===== src/rtl/mmio_ctrl_if.sv =====
// CPU data-memory port as seen by the MMIO slave: address, write strobe/data, RAM read data and muxed read-back.
interface mmio_ctrl_if #(
  parameter int ADDR_W = 12
) ();
  logic [ADDR_W-1:0] addr;
  logic              mwe;
  logic [31:0]       data;
  logic [31:0]       mem_rdata;
  logic [31:0]       data_out;

  modport master (output addr, output mwe, output data, output mem_rdata, input data_out);
  modport slave  (input addr, input mwe, input data, input mem_rdata, output data_out);
endinterface


===== src/rtl/mmio_ctrl.sv =====
// MMIO slave: debounced buttons with W1C rise events and a masked irq, plus RW control registers.
// Reads are combinational with no stall; writes land on the strobe edge; irq is one edge behind state.
module mmio_ctrl #(
  parameter int ADDR_W          = 12,
  parameter int BASE_ADDR       = 1000,
  parameter int NUM_BTNS        = 5,
  parameter int DEBOUNCE_CYCLES = 500000,
  parameter int NUM_CTRL        = 4,
  parameter int CTRL_W          = 4
) (
  input  logic                         clk,
  input  logic                         rst_n,
  mmio_ctrl_if.slave                   bus,
  input  logic [NUM_BTNS-1:0]          btn,
  output logic [NUM_CTRL*CTRL_W-1:0]   ctrl_out,
  output logic                         irq
);

  localparam int CNT_W = (DEBOUNCE_CYCLES > 1) ? $clog2(DEBOUNCE_CYCLES) : 1;
  localparam logic [CNT_W-1:0]  CNT_LAST = CNT_W'(DEBOUNCE_CYCLES - 1);
  localparam logic [ADDR_W-1:0] A_LEVEL  = ADDR_W'(BASE_ADDR);
  localparam logic [ADDR_W-1:0] A_EVENT  = ADDR_W'(BASE_ADDR + 1);
  localparam logic [ADDR_W-1:0] A_MASK   = ADDR_W'(BASE_ADDR + 2);

  logic [ADDR_W-1:0]                    addr;
  logic [NUM_BTNS-1:0]                  sync1, sync2, level, level_nxt;
  logic [NUM_BTNS-1:0]                  event_q, event_nxt, mask, armed, rise, clr;
  logic [NUM_BTNS-1:0][CNT_W-1:0]       cnt, cnt_nxt;
  logic [NUM_CTRL-1:0][CTRL_W-1:0]      ctrl_q;
  logic [NUM_CTRL-1:0]                  ctrl_sel;
  logic [1:0]                           sync_vld;
  logic [31:0]                          rdata;
  logic                                 unused_data;

  assign addr        = bus.addr;
  assign unused_data = ^bus.data;

  always_comb begin
    cnt_nxt   = '0;
    level_nxt = level;
    rise      = '0;
    for (int i = 0; i < NUM_BTNS; i++) begin
      if (sync2[i] != level[i]) begin
        if (cnt[i] == CNT_LAST) begin
          level_nxt[i] = sync2[i];
          rise[i]      = sync2[i];
        end else begin
          cnt_nxt[i] = cnt[i] + 1'b1;
        end
      end
    end
  end

  always_comb begin
    ctrl_sel = '0;
    for (int i = 0; i < NUM_CTRL; i++) begin
      ctrl_sel[i] = (addr == ADDR_W'(BASE_ADDR + 3 + i));
    end
  end

  // A button only becomes event-capable once it has been seen released after reset,
  // so a button held through reset settles to level 1 silently.
  assign clr       = (bus.mwe && addr == A_EVENT) ? bus.data[NUM_BTNS-1:0] : '0;
  assign event_nxt = (event_q & ~clr) | (rise & armed);

  always_ff @(posedge clk or negedge rst_n) begin
    if (!rst_n) begin
      sync1    <= '0;
      sync2    <= '0;
      sync_vld <= '0;
      cnt      <= '0;
      level    <= '0;
      armed    <= '0;
      event_q  <= '0;
      mask     <= '0;
      ctrl_q   <= '0;
      irq      <= 1'b0;
    end else begin
      sync1    <= btn;
      sync2    <= sync1;
      sync_vld <= {sync_vld[0], 1'b1};
      cnt      <= cnt_nxt;
      level    <= level_nxt;
      armed    <= armed | ({NUM_BTNS{sync_vld[1]}} & ~sync2);
      event_q  <= event_nxt;
      if (bus.mwe && addr == A_MASK) begin
        mask <= bus.data[NUM_BTNS-1:0];
      end
      for (int i = 0; i < NUM_CTRL; i++) begin
        if (bus.mwe && ctrl_sel[i]) begin
          ctrl_q[i] <= bus.data[CTRL_W-1:0];
        end
      end
      irq <= |(event_q & mask);
    end
  end

  always_comb begin
    rdata = bus.mem_rdata;
    if (addr == A_LEVEL) begin
      rdata = 32'(level);
    end else if (addr == A_EVENT) begin
      rdata = 32'(event_q);
    end else if (addr == A_MASK) begin
      rdata = 32'(mask);
    end else begin
      for (int i = 0; i < NUM_CTRL; i++) begin
        if (ctrl_sel[i]) begin
          rdata = 32'(ctrl_q[i]);
        end
      end
    end
  end

  assign bus.data_out = rdata;
  assign ctrl_out     = ctrl_q;

endmodule


===== src/flat_wrapper.sv =====
// flat-port wrapper written by rule: the top's interface ports become plain ports
module mmio_ctrl_flat 
#(
  parameter int ADDR_W          = 12,
  parameter int BASE_ADDR       = 1000,
  parameter int NUM_BTNS        = 5,
  parameter int DEBOUNCE_CYCLES = 500000,
  parameter int NUM_CTRL        = 4,
  parameter int CTRL_W          = 4
)
  (clk, rst_n, btn, ctrl_out, irq, bus_addr, bus_mwe, bus_data, bus_mem_rdata, bus_data_out);
  mmio_ctrl_if #(.ADDR_W(ADDR_W)) bus_i ();
  input  logic clk;
  input  logic rst_n;
  input  logic [NUM_BTNS-1:0] btn;
  output logic [NUM_CTRL*CTRL_W-1:0] ctrl_out;
  output logic irq;
  input wire logic [$bits(bus_i.addr)-1:0] bus_addr;
  input wire logic [$bits(bus_i.mwe)-1:0] bus_mwe;
  input wire logic [$bits(bus_i.data)-1:0] bus_data;
  input wire logic [$bits(bus_i.mem_rdata)-1:0] bus_mem_rdata;
  output wire logic [$bits(bus_i.data_out)-1:0] bus_data_out;
  assign bus_i.addr = bus_addr;
  assign bus_i.mwe = bus_mwe;
  assign bus_i.data = bus_data;
  assign bus_i.mem_rdata = bus_mem_rdata;
  assign bus_data_out = bus_i.data_out;
  mmio_ctrl #(.ADDR_W(ADDR_W), .BASE_ADDR(BASE_ADDR), .NUM_BTNS(NUM_BTNS), .DEBOUNCE_CYCLES(DEBOUNCE_CYCLES), .NUM_CTRL(NUM_CTRL), .CTRL_W(CTRL_W)) u_core (.clk(clk), .rst_n(rst_n), .bus(bus_i), .btn(btn), .ctrl_out(ctrl_out), .irq(irq));
endmodule

===== config.mk =====
export PLATFORM = sky130hd
export DESIGN_NAME = mmio_ctrl_flat
export DESIGN_NICKNAME = d
export VERILOG_FILES = /design/src/rtl/mmio_ctrl_if.sv /design/src/rtl/mmio_ctrl.sv /design/src/flat_wrapper.sv
export SDC_FILE = /design/constraint.sdc
export NUM_CORES = 1
export LEC_CHECK = 0
export ABC_CLOCK_PERIOD_IN_PS = 4650
export CAP_MARGIN = 15
export CORE_ASPECT_RATIO = 1.2
export CORE_MARGIN = 4
export CORE_UTILIZATION = 57
export CTS_CLUSTER_SIZE = 25
export DETAILED_ROUTE_END_ITERATION = 10
export PLACE_DENSITY_LB_ADDON = 0.1
export SLEW_MARGIN = 10
export SYNTH_ARGS = -nofsm -noshare
export SYNTH_HDL_FRONTEND = slang
export SYNTH_SLANG_ARGS = --single-unit

===== constraint.sdc =====
create_clock -name clk -period 4.65 [get_ports clk]
set_input_delay 0.465 -clock clk [delete_from_list [all_inputs] [get_ports clk]]
set_output_delay 0.465 -clock clk [all_outputs]
set_load 0.02 [all_outputs]

==> results.sh <==
export IMPL_h_tree_depth=4
export IMPL_path_max_fanout=32
export IMPL_grt_pass1_wl_microns=28300
export IMPL_cts_num_sinks=144
export IMPL_avgViaCountPerCell=5.84
export IMPL_synth_top_area_frac=0.491
export IMPL_die_w_microns=112
export IMPL_clkLatencyLatePin_ns=0.42
export IMPL_clock_root_buffer="clkbuf_16"
export IMPL_synthSimpleGateAreaFrac=0.254
export IMPL_io_pins=133
export IMPL_gr_usage_all_layers=0.235
export IMPL_synth_adder_area_share=0.00852
export IMPL_required_ns=4.18
export IMPL_vdd_drop_max_v=0.000260
export IMPL_grt_pass1_vias=5868
export IMPL_fin_hold_ws_ns=0.184
export IMPL_dr_pass1_iters=5
export IMPL_finalNetCount=906
export IMPL_hpwlAfterDp_microns=12100
export IMPL_placed_area_sq_mm=0.00850
export IMPL_synth_edf_count=0
export IMPL_io_buffer_count=105
export IMPL_setup_tns_ns=0
export IMPL_crit_chain="clkdlybuf4s50_1 -> nand3_1 -> nand4_1 -> and2_1 -> clkdlybuf4s50_1"
export IMPL_synth_avg_cell_area_sq_um=10.2
export IMPL_drt_antenna_violating_nets=0
export IMPL_postRouteWirelength_microns=17000
export IMPL_end_kind="output pin"
export IMPL_synth_compound_area_frac=0.0729
export IMPL_crit_path_top_delay_cell="clkdlybuf4s50_1"
export IMPL_drtIter0Drc=457
export IMPL_die_h_microns=132
export IMPL_post_cts_resized=0
export IMPL_synth_top_family_by_area="simple AND/OR/NAND/NOR gates"
export IMPL_ys_ff_latch=144
export IMPL_yosys_top_cells_area="dfrtp_1, xnor2_1, nor2_1"
export IMPL_cts_max_path_buffers=2
export IMPL_num_rows=45
export IMPL_maxCapViolations=0
export IMPL_grt_overflow=0
export IMPL_slew_headroom=0.307
export IMPL_cts_made_buffers=17
export IMPL_fin_crit_ns=3.81
export IMPL_muxShareOfSynthArea=0.0569
export IMPL_start_util=0.582
export IMPL_synthCells=718
export IMPL_worst_slew_pin_slew_ns=1.04
export IMPL_postCtsSetupBuffers=0
export IMPL_critical_path_class="input pin to output pin"
export IMPL_multi_input_comb_area_sq_mm=0.00354
export IMPL_synth_warnings=0
export IMPL_gp_congestion=0.902
export IMPL_fmax_ghz=0.262
export IMPL_hold_path_class="input pin to asynchronous set/reset pin"
export IMPL_synth_area_leader_cell="dfrtp_1"
export IMPL_timing_hold_violations_final=0
export IMPL_critPathBufInv=2
export IMPL_fillers=901
export IMPL_n_antenna_cell=0
export IMPL_synth_net_count=807
export IMPL_status="complete, no violations"
export IMPL_cts_tree="built"
export IMPL_fin_crit_sh=0.820
export IMPL_path_delay_family="simple AND/OR/NAND/NOR gates"
export IMPL_ctsHoldBuffers=0
export IMPL_p_leak_nw=3.70
export IMPL_rsz0062_at_grt="no"
export IMPL_maxSlewViolCount=0
export IMPL_yosysUniqueCellTypes=54
export IMPL_setup_viol_count_final=0
export IMPL_drc=0
export IMPL_skew_ns=0.00727
export IMPL_vias=5789
export IMPL_critical_path_max_stage_delay_ns=0.80
export IMPL_synth_xor_area_frac=0.0883
export IMPL_syn_area_sq_mm=0.00734
export IMPL_powerDensity_mw_per_mm2=312
export IMPL_die_area_sq_mm=0.0148
export IMPL_startpoint_type="input pin"
export IMPL_yosys_most_used_dff="dfrtp_1"
export IMPL_grt_max_degree=118
export IMPL_path_clk_slew_ns=0.06
export IMPL_fin_area_sq_mm=0.00909
export IMPL_core_area_sq_mm=0.0126
export IMPL_antenna_found_initial=0
export IMPL_path_common_cell="clkdlybuf4s50_1"
export IMPL_ff_latch_area_sq_mm=0.00360
export IMPL_synth_most_common_cell="dfrtp_1"
export IMPL_ys_top_cells_by_count="dfrtp_1, nor2_1, xnor2_1, nand2_1, nand4_1"
export IMPL_avgRoutedWirePerCell_microns=17.2
export IMPL_seq_area_frac_synth=0.491
export IMPL_area_growth_syn_to_layout_pct=23.8
export IMPL_layout_drive_gt1_share=0.0954
export IMPL_async_flop_share=1.00
export IMPL_arrival_ns=3.35
routing by layer:
metal / global-route usage / up-vias / share of wire
met5: 0 / - / 0
met4: 0.0879 / 0 / 0.019
met3: 0.0620 / 27 / 0.041
met2: 0.408 / 130 / 0.53
met1: 0.282 / 2859 / 0.41
li1: - / 2773 / -
cells by family after synthesis:
family	count (synthesis)
AO/OA/AOI/OAI	75
XOR/XNOR	74
adder cells (fa/ha/maj)	5
buffers and inverters	50
flip-flops	144
multiplexers	33
other	1
AND/OR/NAND/NOR	336
cells in the final DEF (no fill, tap or decap), types with 18 or more instances in the layout:
| master | netlist | routed |
|---|---|---|
| nand4_1 | 34 | 34 |
| and2_1 | 33 | 33 |
| nand3_1 | 31 | 31 |
| nor4_1 | 18 | 18 |
| clkdlybuf4s50_1 | 0 | 104 |
| nor2_1 | 84 | 84 |
| xor2_1 | 25 | 25 |
| dfrtp_1 | 144 | 144 |
| nand2_1 | 40 | 40 |
| o21ai_0 | 26 | 26 |
| xnor2_1 | 49 | 49 |
| mux2_2 | 22 | 22 |
| inv_1 | 22 | 22 |
through the flow:
stage,util,power (mW),std cells,setup slack (ns)
after floorplan,-,1.39,718,2.41
after global placement,0.674,1.51,962,0.921
after detailed placement,0.674,1.51,962,0.858
after CTS,0.721,2.87,992,0.842
after global routing,0.721,2.94,992,0.518
final,0.721,2.84,992,0.837
area by class of cell:
class / count / area share
Clock buffer: 20 / 0.0492
Clock inverter: 10 / 0.0153
Inverter: 22 / 0.00909
Multi-Input combinational cell: 524 / 0.389
Sequential cell: 144 / 0.397
Tap cell: 164 / 0.0226
Timing Repair Buffer: 108 / 0.118
registers in the layout (all words and copies together) (netlist names):
signal	cells
u_core.cnt	95
u_core.ctrl_out	16
u_core.armed	5
u_core.event_q	5
u_core.level	5
u_core.mask	5
u_core.sync1	5
u_core.sync2	5
u_core.sync_vld	2
u_core.irq	1
power by group:
group          switching [mW]  total, mW  internal [mW]
logic                   0.101      0.199         0.0985
registers              0.0177       1.29           1.27
clock network           0.500       1.35          0.850
total                   0.619       2.84           2.22
worst paths after layout:
path	start	to	slack, ns	depth (start not counted)
max in group asynchronous	rst_n	u_core.cnt[66]	3.53	2
worst min register to register	u_core.sync1[1]	u_core.sync2[1]	0.35	0
min in group clk	u_core.sync1[1]	u_core.sync2[1]	0.35	0
worst max register to register	u_core.cnt[57]	u_core.cnt[59]	2.23	4
worst max-delay path	bus_addr[1]	bus_data_out[19]	0.84	5
worst min-delay path	rst_n	u_core.cnt[11]	0.18	1
Note: power is estimated with default switching activity, not from simulation.
